<file path="src/rtl/alu_pkg.sv">
// Shared ALU definitions: command codes, legality limits, collector states
// and the operand-need classification used by alu_operand_collector.
package alu_pkg;

  localparam int unsigned ALU_TIMEOUT_DEFAULT = 16;
  localparam int unsigned ARITH_CMD_MAX       = 10;
  localparam int unsigned LOGIC_CMD_MAX       = 13;

  typedef enum logic [3:0] {
    ARITH_ADD     = 4'd0,
    ARITH_SUB     = 4'd1,
    ARITH_ADD_CIN = 4'd2,
    ARITH_SUB_CIN = 4'd3,
    ARITH_INC_A   = 4'd4,
    ARITH_DEC_A   = 4'd5,
    ARITH_INC_B   = 4'd6,
    ARITH_DEC_B   = 4'd7,
    ARITH_CMP     = 4'd8,
    ARITH_MUL_INC = 4'd9,
    ARITH_MUL_SHL = 4'd10
  } arith_cmd_e;

  typedef enum logic [3:0] {
    LOGIC_AND    = 4'd0,
    LOGIC_NAND   = 4'd1,
    LOGIC_OR     = 4'd2,
    LOGIC_NOR    = 4'd3,
    LOGIC_XOR    = 4'd4,
    LOGIC_XNOR   = 4'd5,
    LOGIC_NOT_A  = 4'd6,
    LOGIC_NOT_B  = 4'd7,
    LOGIC_SHR1_A = 4'd8,
    LOGIC_SHL1_A = 4'd9,
    LOGIC_SHR1_B = 4'd10,
    LOGIC_SHL1_B = 4'd11,
    LOGIC_ROL    = 4'd12,
    LOGIC_ROR    = 4'd13
  } logic_cmd_e;

  typedef enum logic {
    ST_IDLE = 1'b0,
    ST_WAIT = 1'b1
  } coll_state_e;

  function automatic logic cmd_legal(input logic mode, input int unsigned cmd);
    return mode ? (cmd <= ARITH_CMD_MAX) : (cmd <= LOGIC_CMD_MAX);
  endfunction

  // Operand mask for a legal command: bit0 = A needed, bit1 = B needed.
  function automatic logic [1:0] operand_need(input logic mode, input logic [3:0] cmd);
    logic [1:0] need;
    need = 2'b11;
    if (mode) begin
      if (cmd == ARITH_INC_A || cmd == ARITH_DEC_A)
        need = 2'b01;
      else if (cmd == ARITH_INC_B || cmd == ARITH_DEC_B)
        need = 2'b10;
    end else begin
      if (cmd == LOGIC_NOT_A || cmd == LOGIC_SHR1_A || cmd == LOGIC_SHL1_A)
        need = 2'b01;
      else if (cmd == LOGIC_NOT_B || cmd == LOGIC_SHR1_B || cmd == LOGIC_SHL1_B)
        need = 2'b10;
    end
    return need;
  endfunction

endpackage

</file>
<file path="src/rtl/alu_wait_timer.sv">
// Counts WAIT edges for the operand collector; expired is registered and high
// while the coming enabled edge is the TIMEOUT-th one since clear.
module alu_wait_timer
  import alu_pkg::*;
#(
  parameter int unsigned TIMEOUT = ALU_TIMEOUT_DEFAULT
) (
  input  logic clk,
  input  logic reset,
  input  logic clear,
  input  logic enable,
  output logic expired
);

  localparam int unsigned CW = $clog2(TIMEOUT + 1);

  logic [CW-1:0] count;

  always_ff @(posedge clk or posedge reset) begin
    if (reset) begin
      count   <= '0;
      expired <= 1'b0;
    end else if (clear) begin
      count   <= '0;
      expired <= (TIMEOUT <= 1);
    end else if (enable) begin
      count   <= count + CW'(1);
      expired <= ((count + CW'(1)) == CW'(TIMEOUT - 1));
    end
  end

endmodule

</file>
<file path="src/rtl/alu_operand_collector.sv">
// Collects ALU operands that may arrive on different cycles and issues one
// registered operation pulse. Define ALU_COLLECT_TIMEOUT_EN to bound WAIT.
module alu_operand_collector
  import alu_pkg::*;
#(
  parameter int unsigned N       = 8,
  parameter int unsigned M       = 4,
  parameter int unsigned TIMEOUT = ALU_TIMEOUT_DEFAULT
) (
  input  logic         clk,
  input  logic         reset,
  input  logic         ce,
  input  logic         mode,
  input  logic [M-1:0] cmd,
  input  logic [1:0]   inp_valid,
  input  logic [N-1:0] opa,
  input  logic [N-1:0] opb,
  input  logic         cin,
  output logic         iss_valid,
  output logic         iss_mode,
  output logic [M-1:0] iss_cmd,
  output logic [N-1:0] iss_opa,
  output logic [N-1:0] iss_opb,
  output logic         iss_cin,
  output logic         iss_err,
  output logic         busy
);

  if (TIMEOUT == 0) begin : g_bad_timeout
    $error("alu_operand_collector: TIMEOUT must be at least 1");
  end

  coll_state_e  state;
  logic         h_mode;
  logic [M-1:0] h_cmd;
  logic         h_cin;
  logic [N-1:0] h_opa;
  logic [N-1:0] h_opb;
  logic         h_miss_a;
  logic         tmr_expired;

  logic         legal_c;
  logic [1:0]   need_c;
  logic         issue_c;
  logic         err_c;
  logic         latch_c;
  logic         mode_n_c;
  logic [M-1:0] cmd_n_c;
  logic         cin_n_c;
  logic [N-1:0] opa_n_c;
  logic [N-1:0] opb_n_c;

`ifdef ALU_COLLECT_TIMEOUT_EN
  logic tmr_clear_c;
  logic tmr_enable_c;

  assign tmr_clear_c  = ce && (state == ST_IDLE);
  assign tmr_enable_c = ce && (state == ST_WAIT);

  alu_wait_timer #(
    .TIMEOUT (TIMEOUT)
  ) u_wait_timer (
    .clk     (clk),
    .reset   (reset),
    .clear   (tmr_clear_c),
    .enable  (tmr_enable_c),
    .expired (tmr_expired)
  );
`else
  assign tmr_expired = 1'b0;
`endif

  // Decide this edge's action and the payload it would issue.
  always_comb begin
    legal_c  = cmd_legal(mode, 32'(cmd));
    need_c   = operand_need(mode, 4'(cmd));
    issue_c  = 1'b0;
    err_c    = 1'b0;
    latch_c  = 1'b0;
    mode_n_c = mode;
    cmd_n_c  = cmd;
    cin_n_c  = cin;
    opa_n_c  = opa;
    opb_n_c  = opb;
    case (state)
      ST_IDLE: begin
        if (!legal_c || inp_valid == 2'b00) begin
          issue_c = 1'b1;
          err_c   = 1'b1;
        end else if ((need_c & ~inp_valid) == 2'b00) begin
          issue_c = 1'b1;
        end else begin
          latch_c = 1'b1;
        end
      end
      ST_WAIT: begin
        mode_n_c = h_mode;
        cmd_n_c  = h_cmd;
        cin_n_c  = h_cin;
        opa_n_c  = h_opa;
        opb_n_c  = h_opb;
        if (h_miss_a ? inp_valid[0] : inp_valid[1]) begin
          issue_c = 1'b1;
          if (h_miss_a) opa_n_c = opa;
          else          opb_n_c = opb;
        end else if (tmr_expired) begin
          issue_c = 1'b1;
          err_c   = 1'b1;
        end
      end
      default: ;
    endcase
  end

  // State, held operation and registered issue port.
  always_ff @(posedge clk or posedge reset) begin
    if (reset) begin
      state     <= ST_IDLE;
      busy      <= 1'b0;
      h_mode    <= 1'b0;
      h_cmd     <= '0;
      h_cin     <= 1'b0;
      h_opa     <= '0;
      h_opb     <= '0;
      h_miss_a  <= 1'b0;
      iss_valid <= 1'b0;
      iss_err   <= 1'b0;
      iss_mode  <= 1'b0;
      iss_cmd   <= '0;
      iss_cin   <= 1'b0;
      iss_opa   <= '0;
      iss_opb   <= '0;
    end else begin
      iss_valid <= 1'b0;
      if (ce) begin
        if (issue_c) begin
          iss_valid <= 1'b1;
          iss_err   <= err_c;
          iss_mode  <= mode_n_c;
          iss_cmd   <= cmd_n_c;
          iss_cin   <= cin_n_c;
          iss_opa   <= opa_n_c;
          iss_opb   <= opb_n_c;
          state     <= ST_IDLE;
          busy      <= 1'b0;
        end else if (latch_c) begin
          h_mode   <= mode;
          h_cmd    <= cmd;
          h_cin    <= cin;
          h_opa    <= inp_valid[0] ? opa : '0;
          h_opb    <= inp_valid[1] ? opb : '0;
          h_miss_a <= ~inp_valid[0];
          state    <= ST_WAIT;
          busy     <= 1'b1;
        end
      end
    end
  end

endmodule
</file>
<file path="config.mk">
export PLATFORM = sky130hd
export DESIGN_NAME = alu_operand_collector
export DESIGN_NICKNAME = d
export VERILOG_FILES = /design/src/rtl/alu_pkg.sv /design/src/rtl/alu_wait_timer.sv /design/src/rtl/alu_operand_collector.sv
export SDC_FILE = /design/constraint.sdc
export NUM_CORES = 1
export LEC_CHECK = 0
export ABC_AREA = 1
export ABC_CLOCK_PERIOD_IN_PS = 2150
export CAP_MARGIN = 20
export CORE_ASPECT_RATIO = 1.75
export CORE_MARGIN = 1
export CORE_UTILIZATION = 27
export DETAILED_ROUTE_END_ITERATION = 6
export DONT_BUFFER_PORTS = 1
export SLEW_MARGIN = 40
export SYNTH_ARGS = -nofsm -noshare
export SYNTH_HDL_FRONTEND = slang
export SYNTH_SLANG_ARGS = --single-unit
</file>
<file path="constraint.sdc">
create_clock -name clk -period 2.15 [get_ports clk]
set_input_delay 0.5375 -clock clk [delete_from_list [all_inputs] [get_ports clk]]
set_output_delay 0.5375 -clock clk [all_outputs]
set_load 0.05 [all_outputs]
</file>
Word level (Yosys, flattened, before mapping). Index checks and enable logic that the tools add are counted.

$add $sub $neg: 0. Multipliers: 0. Div/mod/pow operators: 0. $lt $le $gt $ge: 2. Equality and inequality tests: 8. Shifts and indexed selects: 0. Multiplexer cells: 31. Bitwise operators: 5. Reduce and logical (&&, ||, !) cells: 14.

Operators with widths (count): $mux W8 (8); $mux W1 (17); $eq A4 B3 Y1 const B (4); $eq A4 B4 Y1 const B (4); $le A4 B4 Y1 const B (2); $logic_or A1 B1 Y1 (7); $mux W2 (3); $logic_not A2 Y1 (2); $mux W4 (1); $pmux W1 S2 (2); $reduce_and A2 Y1 (2); $not A1 Y1 (3); $reduce_and A3 Y1 (1); $and A2 B2 Y2 (1); $not A2 Y2 (1); $reduce_bool A2 Y1 (1); $logic_not A1 Y1 (1).

Register bits after elaboration: 48. Bits in latches: 0. RAM bits: 0. Bits in read-only memories: 0. Bits of input ports: 27. Output and inout port bits: 25. Word-level logic and storage cells: 74. Memories: 0.

Depth between registers and ports, before layout. Gate-level depths: netlist (run 1).

Depth in word-level cells: 13. Depth in mapped cells: 10. Gate-level depth less buffers: 9.

Least setup slack after synthesis (run 1). No wires, ideal clock.

Path type: register -> register. Start: register state. End: register iss_cmd[2]. Setup time: 0.065 ns. Arrival time: 1.496 ns. Required time: 2.085 ns. Path slack: 0.589 ns. Cell stages (with the launch flop): 8. Path buffers: 1. Period minus slack after synthesis: 1.561 ns. Cells stage by stage: dfrtp_1 -> inv_1 -> o21ai_0 -> inv_1 -> nand2_4 -> buf_6 -> nand2_2 -> nand2_1.

Longest elaborated chain between the ends: 3. Elaborated cells between the ends (all ways): 4. Those cells by class: 2 x mux; 1 x bitwise; 1 x reduce/logical.

Ends and longest elaborated chain: start: declaration (RTL line alu_operand_collector.sv:33) `coll_state_e state;`; start signal: assignment (RTL line alu_operand_collector.sv:118) `state <= ST_IDLE;`; start signal: assignment (RTL line alu_operand_collector.sv:144) `state <= ST_IDLE;`; start signal: assignment (RTL line alu_operand_collector.sv:153) `state <= ST_WAIT;`; $not A1 Y1; $pmux W1 S2 (RTL line alu_operand_collector.sv:85) `case (state)`; $reduce_and A2 Y1 (no line); end signal: assignment (RTL line alu_operand_collector.sv:140) `iss_cmd <= cmd_n_c;`; end: declaration (RTL line alu_operand_collector.sv:21) `output logic [M-1:0] iss_cmd,`.

Several ways; a longest one is shown, not always the timed one. A chain may end at the register's enable or synchronous reset.

==> results of run 1 <==
==> logic make-up after synthesis <==
logic type	Yosys count	synth area share [%]
buf+inv	78	13.9
flops	48	45.5
compound gates	25	5.17
simple gates	202	34.6
mux	2	0.854
==> placed cells by master, fill, tap and decap left out, drive strengths merged <==
master,synthesis,routed
clkinv,0,1
clkbuf,3,6
nand3,29,29
nand2,146,146
dfrtp,48,48
inv,58,58
bufinv,0,1
a21oi,3,3
or2,1,1
nand4,23,23
o21ai,22,22
mux2,2,2
buf,17,7
nor2,3,3
==> per-stage QoR <==
step / util (%) / cell area, um2 / cells
after floorplan: - / 2640 / 355
after global placement: 28.5 / 2700 / 464
after detailed placement: 28.5 / 2700 / 464
after CTS: 30.3 / 2870 / 472
after global routing: 30.3 / 2870 / 472
final: 30.3 / 2870 / 472
==> worst paths after layout <==
| kind | start | endpoint | cells after the start |
|---|---|---|---|
| worst max-delay path | state$_DFFE_PP0P_ | busy | 1 |
| worst min-delay path | reset | iss_opb[4]$_DFFE_PP0P_ | 1 |
| worst max register to register | state$_DFFE_PP0P_ | iss_cmd[0]$_DFFE_PP0P_ | 7 |
| worst min register to register | h_opb[1]$_DFFE_PP0P_ | h_opb[1]$_DFFE_PP0P_ | 2 |
| max in group asynchronous | reset | h_opb[7]$_DFFE_PP0P_ | 2 |
| min in group clk | cin | h_cin$_DFFE_PP0P_ | 2 |
==> sequential cells by signal, summed over array words and instances (netlist names) <==
register,flops
h_cmd,4
iss_err,1
h_mode,1
h_miss_a,1
iss_valid,1
iss_opb,8
iss_opa,8
iss_cin,1
state,1
iss_cmd,4
iss_mode,1
h_opa,8
h_cin,1
h_opb,8
==> report_power, final <==
part / switching, uW / total, uW / internal (uW) / leakage (uW)
sequential: 840 / 2020 / 1180 / 0.000608
combinational: 434 / 677 / 243 / 0.000970
clock: 348 / 931 / 583 / 0.0000871
==> routing by layer <==
layer	GRT usage [%]	share of wire [%]	up-vias
met5	0	0	-
met4	8.12	3.6	0
met3	4.00	6.6	14
met2	22.0	52	49
met1	13.4	38	940
li1	-	-	1084
==> final cells by class <==
class | count | area, um2 | area share, %
well taps | 122 | 153 | 5.31
multi-input cells | 229 | 1070 | 37.3
repair buffers | 7 | 52.6 | 1.83
inverters | 58 | 218 | 7.58
clock inverters | 2 | 38.8 | 1.35
clock buffers | 6 | 139 | 4.83
flip-flops and latches | 48 | 1200 | 41.8
==> impl_metrics.env, run 1 <==
export IMPL_status="complete, no violations"
export IMPL_numCtsBuffers=5
export IMPL_rows=47
export IMPL_n_fill_cell=989
export IMPL_seq_area_frac_synth_pct=45.5
export IMPL_r2r_slack_ps=670
export IMPL_worstPathCellList="buf_4"
export IMPL_first_pass_iters=5
export IMPL_antenna_left=0
export IMPL_power_total_uw=3630
export IMPL_avgRoutedWirePerCell_um=13.2
export IMPL_antenna_found_initial=0
export IMPL_cts_resized=0
export IMPL_clk_path_buf_depth=2
export IMPL_syn_inst=355
export IMPL_slowest_delay_ps=470
export IMPL_netlist_area_leader_share_pct=45.5
export IMPL_leakagePower_uw=0.00167
export IMPL_layout_min_cycle_time_ps=1610
export IMPL_hold_ws_ps=223
export IMPL_pin_count=52
export IMPL_grt_max_degree=34
export IMPL_synth_most_common_cell="nand2_1"
export IMPL_setup_viol=0
export IMPL_cts_setup_buffers=0
export IMPL_synth_edff_count=0
export IMPL_io_buffers=0
export IMPL_irDropWorstVdd_mv=0.372
export IMPL_async_flop_share_pct=100
export IMPL_clk_pin_slew_ps=60
export IMPL_place_congestion=0.889
export IMPL_synth_commonest_cells="nand2_1, inv_1, dfrtp_1, nand3_1, nand4_1"
export IMPL_critPathKind="reg2out"
export IMPL_cp_start_kind="flip-flop"
export IMPL_grt_pass1_wl_um=10100
export IMPL_initialDrtViolationCount=120
export IMPL_clk_latency_ps=290
export IMPL_dpl_hpwl_um=4770
export IMPL_place_ws_ps=447
export IMPL_skew_ps=2.15
export IMPL_viasPerCell=4.42
export IMPL_worst_setup_path_end_kind="primary output"
export IMPL_diodes=0
export IMPL_finalMaxSlewViolations=0
export IMPL_syn2layout_area_growth_pct=8.92
export IMPL_crit_fanout=11
export IMPL_fin_crit_sh_pct=75.0
export IMPL_p_per_area_mw_per_mm2=1260
export IMPL_vias=2087
export IMPL_fin_setup_tns_ps=0
export IMPL_cp_slowest_cell="dfrtp_1"
export IMPL_overflow=0
export IMPL_synth_ff_type="dfrtp_1"
export IMPL_ys_seq_elements=48
export IMPL_critPathArrivalTime_ps=1070
export IMPL_wirelength_um=6220
export IMPL_dieArea_mm2=0.0102
export IMPL_syn_num_nets=382
export IMPL_rsz0062_at_grt="no"
export IMPL_cts_hold_buf=0
export IMPL_hold_viol=0
export IMPL_die_x_um=76.7
export IMPL_cts_max_level=2
export IMPL_synth_cell_type_count=22
export IMPL_tightest_slew_ps=690
export IMPL_coreArea_mm2=0.00947
export IMPL_die_y_um=133
export IMPL_required_ps=1610
export IMPL_slew_headroom_pct=54.0
export IMPL_grtUsageTotal_pct=12.8
export IMPL_timing_final_ws_setup_ps=538
export IMPL_root_buffer="clkbuf_16"
export IMPL_path_buf_inv=1
export IMPL_hp_class="in2async"
export IMPL_post_synth_main_area_contributors="dfrtp_1, nand2_1, inv_1"
export IMPL_synth_top_area_cell="dfrtp_1"
export IMPL_path_delay_family="flip-flops"
export IMPL_final_nets=376
export IMPL_yosys_warnings=0
export IMPL_netlist_area_mm2=0.00264
export IMPL_max_cap_violations=0
export IMPL_cts_tree="done"
export IMPL_drc=0
export IMPL_avgSynthCellArea_um2=7.43
export IMPL_grt_pass1_vias=1974
export IMPL_initial_core_util_pct=27.9
export IMPL_cts_sinks=48
export IMPL_drive_above_1_share_pct=10.9
export IMPL_clock_fmax_mhz=620
No activity file was read; power rests on OpenSTA's default activity.
==> inputs of run 2 (changes only) <==
--- a/config.mk
+++ b/config.mk
@@ -6,7 +6,7 @@
 export NUM_CORES = 1
 export LEC_CHECK = 0
 export ABC_AREA = 1
-export ABC_CLOCK_PERIOD_IN_PS = 2150
+export ABC_CLOCK_PERIOD_IN_PS = 1300
 export CAP_MARGIN = 20
 export CORE_ASPECT_RATIO = 1.75
 export CORE_MARGIN = 1
==> constraint.sdc (replaced) <==
create_clock -name clk -period 1.3 [get_ports clk]
set_input_delay 0.325 -clock clk [delete_from_list [all_inputs] [get_ports clk]]
set_output_delay 0.325 -clock clk [all_outputs]
set_load 0.05 [all_outputs]
==> impl_metrics.env, run 2 (synthesized netlist as in run 1, its figures left out) <==
export IMPL_slew_headroom_pct=65.7
export IMPL_initial_core_util_pct=27.9
export IMPL_worstPathCellList="a21oi_2 -> nand2_1 -> nor2_4 -> nand3_4 -> clkbuf_16 -> nand2_1 -> nand2_1"
export IMPL_skew_ps=2.88
export IMPL_wirelength_um=6800
export IMPL_coreArea_mm2=0.00947
export IMPL_timing_final_ws_setup_ps=-103
export IMPL_drive_above_1_share_pct=23.9
export IMPL_vias=2223
export IMPL_max_cap_violations=0
export IMPL_final_cell_mix="nand2_1, inv_1, dfrtp_1"
export IMPL_grtUsageTotal_pct=13.5
export IMPL_pin_count=52
export IMPL_leakagePower_uw=0.00183
export IMPL_cpMostUsedCell="nand2_1"
export IMPL_grt_max_degree=49
export IMPL_final_nets=398
export IMPL_root_buffer="clkbuf_16"
export IMPL_clk_path_buf_depth=2
export IMPL_reg2reg_depth=7
export IMPL_dieArea_mm2=0.0102
export IMPL_numCtsBuffers=5
export IMPL_irDropWorstVdd_mv=0.616
export IMPL_setup_viol=47
export IMPL_internal_power_uw=3440
export IMPL_viasPerCell=4.50
export IMPL_cp_slowest_cell="dfrtp_2"
export IMPL_initialDrtViolationCount=80
export IMPL_violations="setup timing"
export IMPL_tightest_slew_ps=514
export IMPL_rows=47
export IMPL_p_clk_share_pct=20.9
export IMPL_hold_depth=2
export IMPL_syn2layout_area_growth_pct=24.8
export IMPL_p_comb_share_pct=24.9
export IMPL_p_sw_uw=2850
export IMPL_cts_tree="done"
export IMPL_p_per_area_mw_per_mm2=1910
export IMPL_cts_sinks=48
export IMPL_grt_pass1_wl_um=10800
export IMPL_place_congestion=0.777
export IMPL_die_x_um=76.7
export IMPL_diodes=0
export IMPL_finalMaxSlewViolations=0
export IMPL_layout_commonest_cell="nand2_1"
export IMPL_cts_max_level=2
export IMPL_drc=0
export IMPL_netSwitchingFraction_pct=45.4
export IMPL_required_ps=1480
export IMPL_overflow=0
export IMPL_hp_class="in2reg"
export IMPL_slowest_delay_ps=460
export IMPL_die_y_um=133
export IMPL_avgRoutedWirePerCell_um=13.8
export IMPL_clk_latency_ps=290
export IMPL_worst_setup_path_end_kind="flip-flop"
export IMPL_hold_viol=0
export IMPL_first_pass_iters=4
export IMPL_rsz0062_at_grt="yes"
export IMPL_grt_pass1_vias=2145
export IMPL_clk_pin_slew_ps=60
export IMPL_cp_start_kind="flip-flop"
export IMPL_fin_crit_sh_pct=108
export IMPL_clock_fmax_mhz=713
export IMPL_critPathKind="reg2reg"
export IMPL_sequentialPowerShare_pct=54.2
export IMPL_crit_fanout=10
export IMPL_place_ws_ps=-121
export IMPL_antenna_found_initial=0
export IMPL_layout_min_cycle_time_ps=1400
export IMPL_critPathArrivalTime_ps=1580
export IMPL_antenna_left=0
export IMPL_io_buffers=0
export IMPL_fin_util_pct=34.8
export IMPL_dpl_hpwl_um=4840
export IMPL_status="complete, but fails checks"
-- run 2: cell count changes in the layout (fill, tap and decap cells not counted), moves of 3 or more --
cell and delta:
buf_12 +5, buf_4 +8, buf_6 +4, clkbuf_16 +3, dfrtp_1 -5, dfrtp_2 +5, nand2_1 -20, nand2_2 +11
nand2_4 +8, nand3_1 -3, o21ai_0 -3
-- run 2: routing by layer --
layer	global-route usage, %	part of all wire (%)
met1	14.5	36
met2	23.9	54
met3	3.45	6.2
met4	7.16	3.5
met5	0	0
-- run 2: stage by stage --
| stage | cells | total power (uW) | cell area, um2 | TNS, ps | hold WS, ps |
|---|---|---|---|---|---|
| floorplan | 355 | 4280 | 2650 | -3220 | 355 |
| global placement | 480 | 4670 | 2880 | -2860 | 276 |
| detailed placement | 480 | 4720 | 2880 | -4000 | 280 |
| CTS | 490 | 6110 | 3090 | -2380 | 172 |
| global route | 494 | 6640 | 3290 | -6160 | 183 |
| finish | 494 | 6290 | 3290 | -3080 | 175 |
-- run 2: what timing repair did --
item / in CTS / in global routing
pin swaps: 1 / 4
endpoints found under the setup margin: 48 / 53
buffers inserted: 1 / 1
gates cloned: 0 / 3
gates resized for setup: 13 / 37
hold endpoints to repair: 48 / 0
hold buffers: 1 / 0
-- run 2: area by class of cell --
type	count	area [um2]
fill	965	6180
timing repair buffer	29	358
sequential	48	1210
multi-input combinational	229	1200
tap	122	153
clock buffer	7	143
clock inverter	1	7.51
inverter	58	221
-- run 2: power groups by stage --
stage	Combinational, uW	Clock, uW	Sequential [uW]
final	1570	1310	3410
after global routing	1760	1400	3490
after CTS	1380	1350	3370
after detailed placement	1320	0	3400
after global placement	1290	0	3380
after floorplan	996	0	3280
-- run 2: worst paths after layout --
check                           slack (ps)                      to                  from
worst max-delay path                  -100    h_cmd[0]$_DFFE_PP0P_     state$_DFFE_PP0P_
worst min-delay path                   180      h_mode$_DFFE_PP0P_                  mode
max in group asynchronous              480  iss_opb[2]$_DFFE_PP0P_                 reset
worst max register to register        -100    h_cmd[0]$_DFFE_PP0P_     state$_DFFE_PP0P_
worst min register to register         470    h_opa[5]$_DFFE_PP0P_  h_opa[5]$_DFFE_PP0P_
min in group asynchronous              560  iss_cmd[1]$_DFFE_PP0P_                 reset
-- run 2: worst max-delay path, delay by kind of cell, from the launching register on --
kind,cells,cell delay [ps]
buf+inv,1,210
compound gates,1,130
flops,1,460
simple gates,5,490
==> inputs of run 3 (changes only) <==
--- a/config.mk
+++ b/config.mk
@@ -11,6 +11,7 @@
 export CORE_ASPECT_RATIO = 1.75
 export CORE_MARGIN = 1
 export CORE_UTILIZATION = 27
+export CTS_CLUSTER_SIZE = 28
 export DETAILED_ROUTE_END_ITERATION = 6
 export DONT_BUFFER_PORTS = 1
 export SLEW_MARGIN = 40
==> results of run 3 <==
No change in the layout: final DEF, timing and power equal those of run 2.
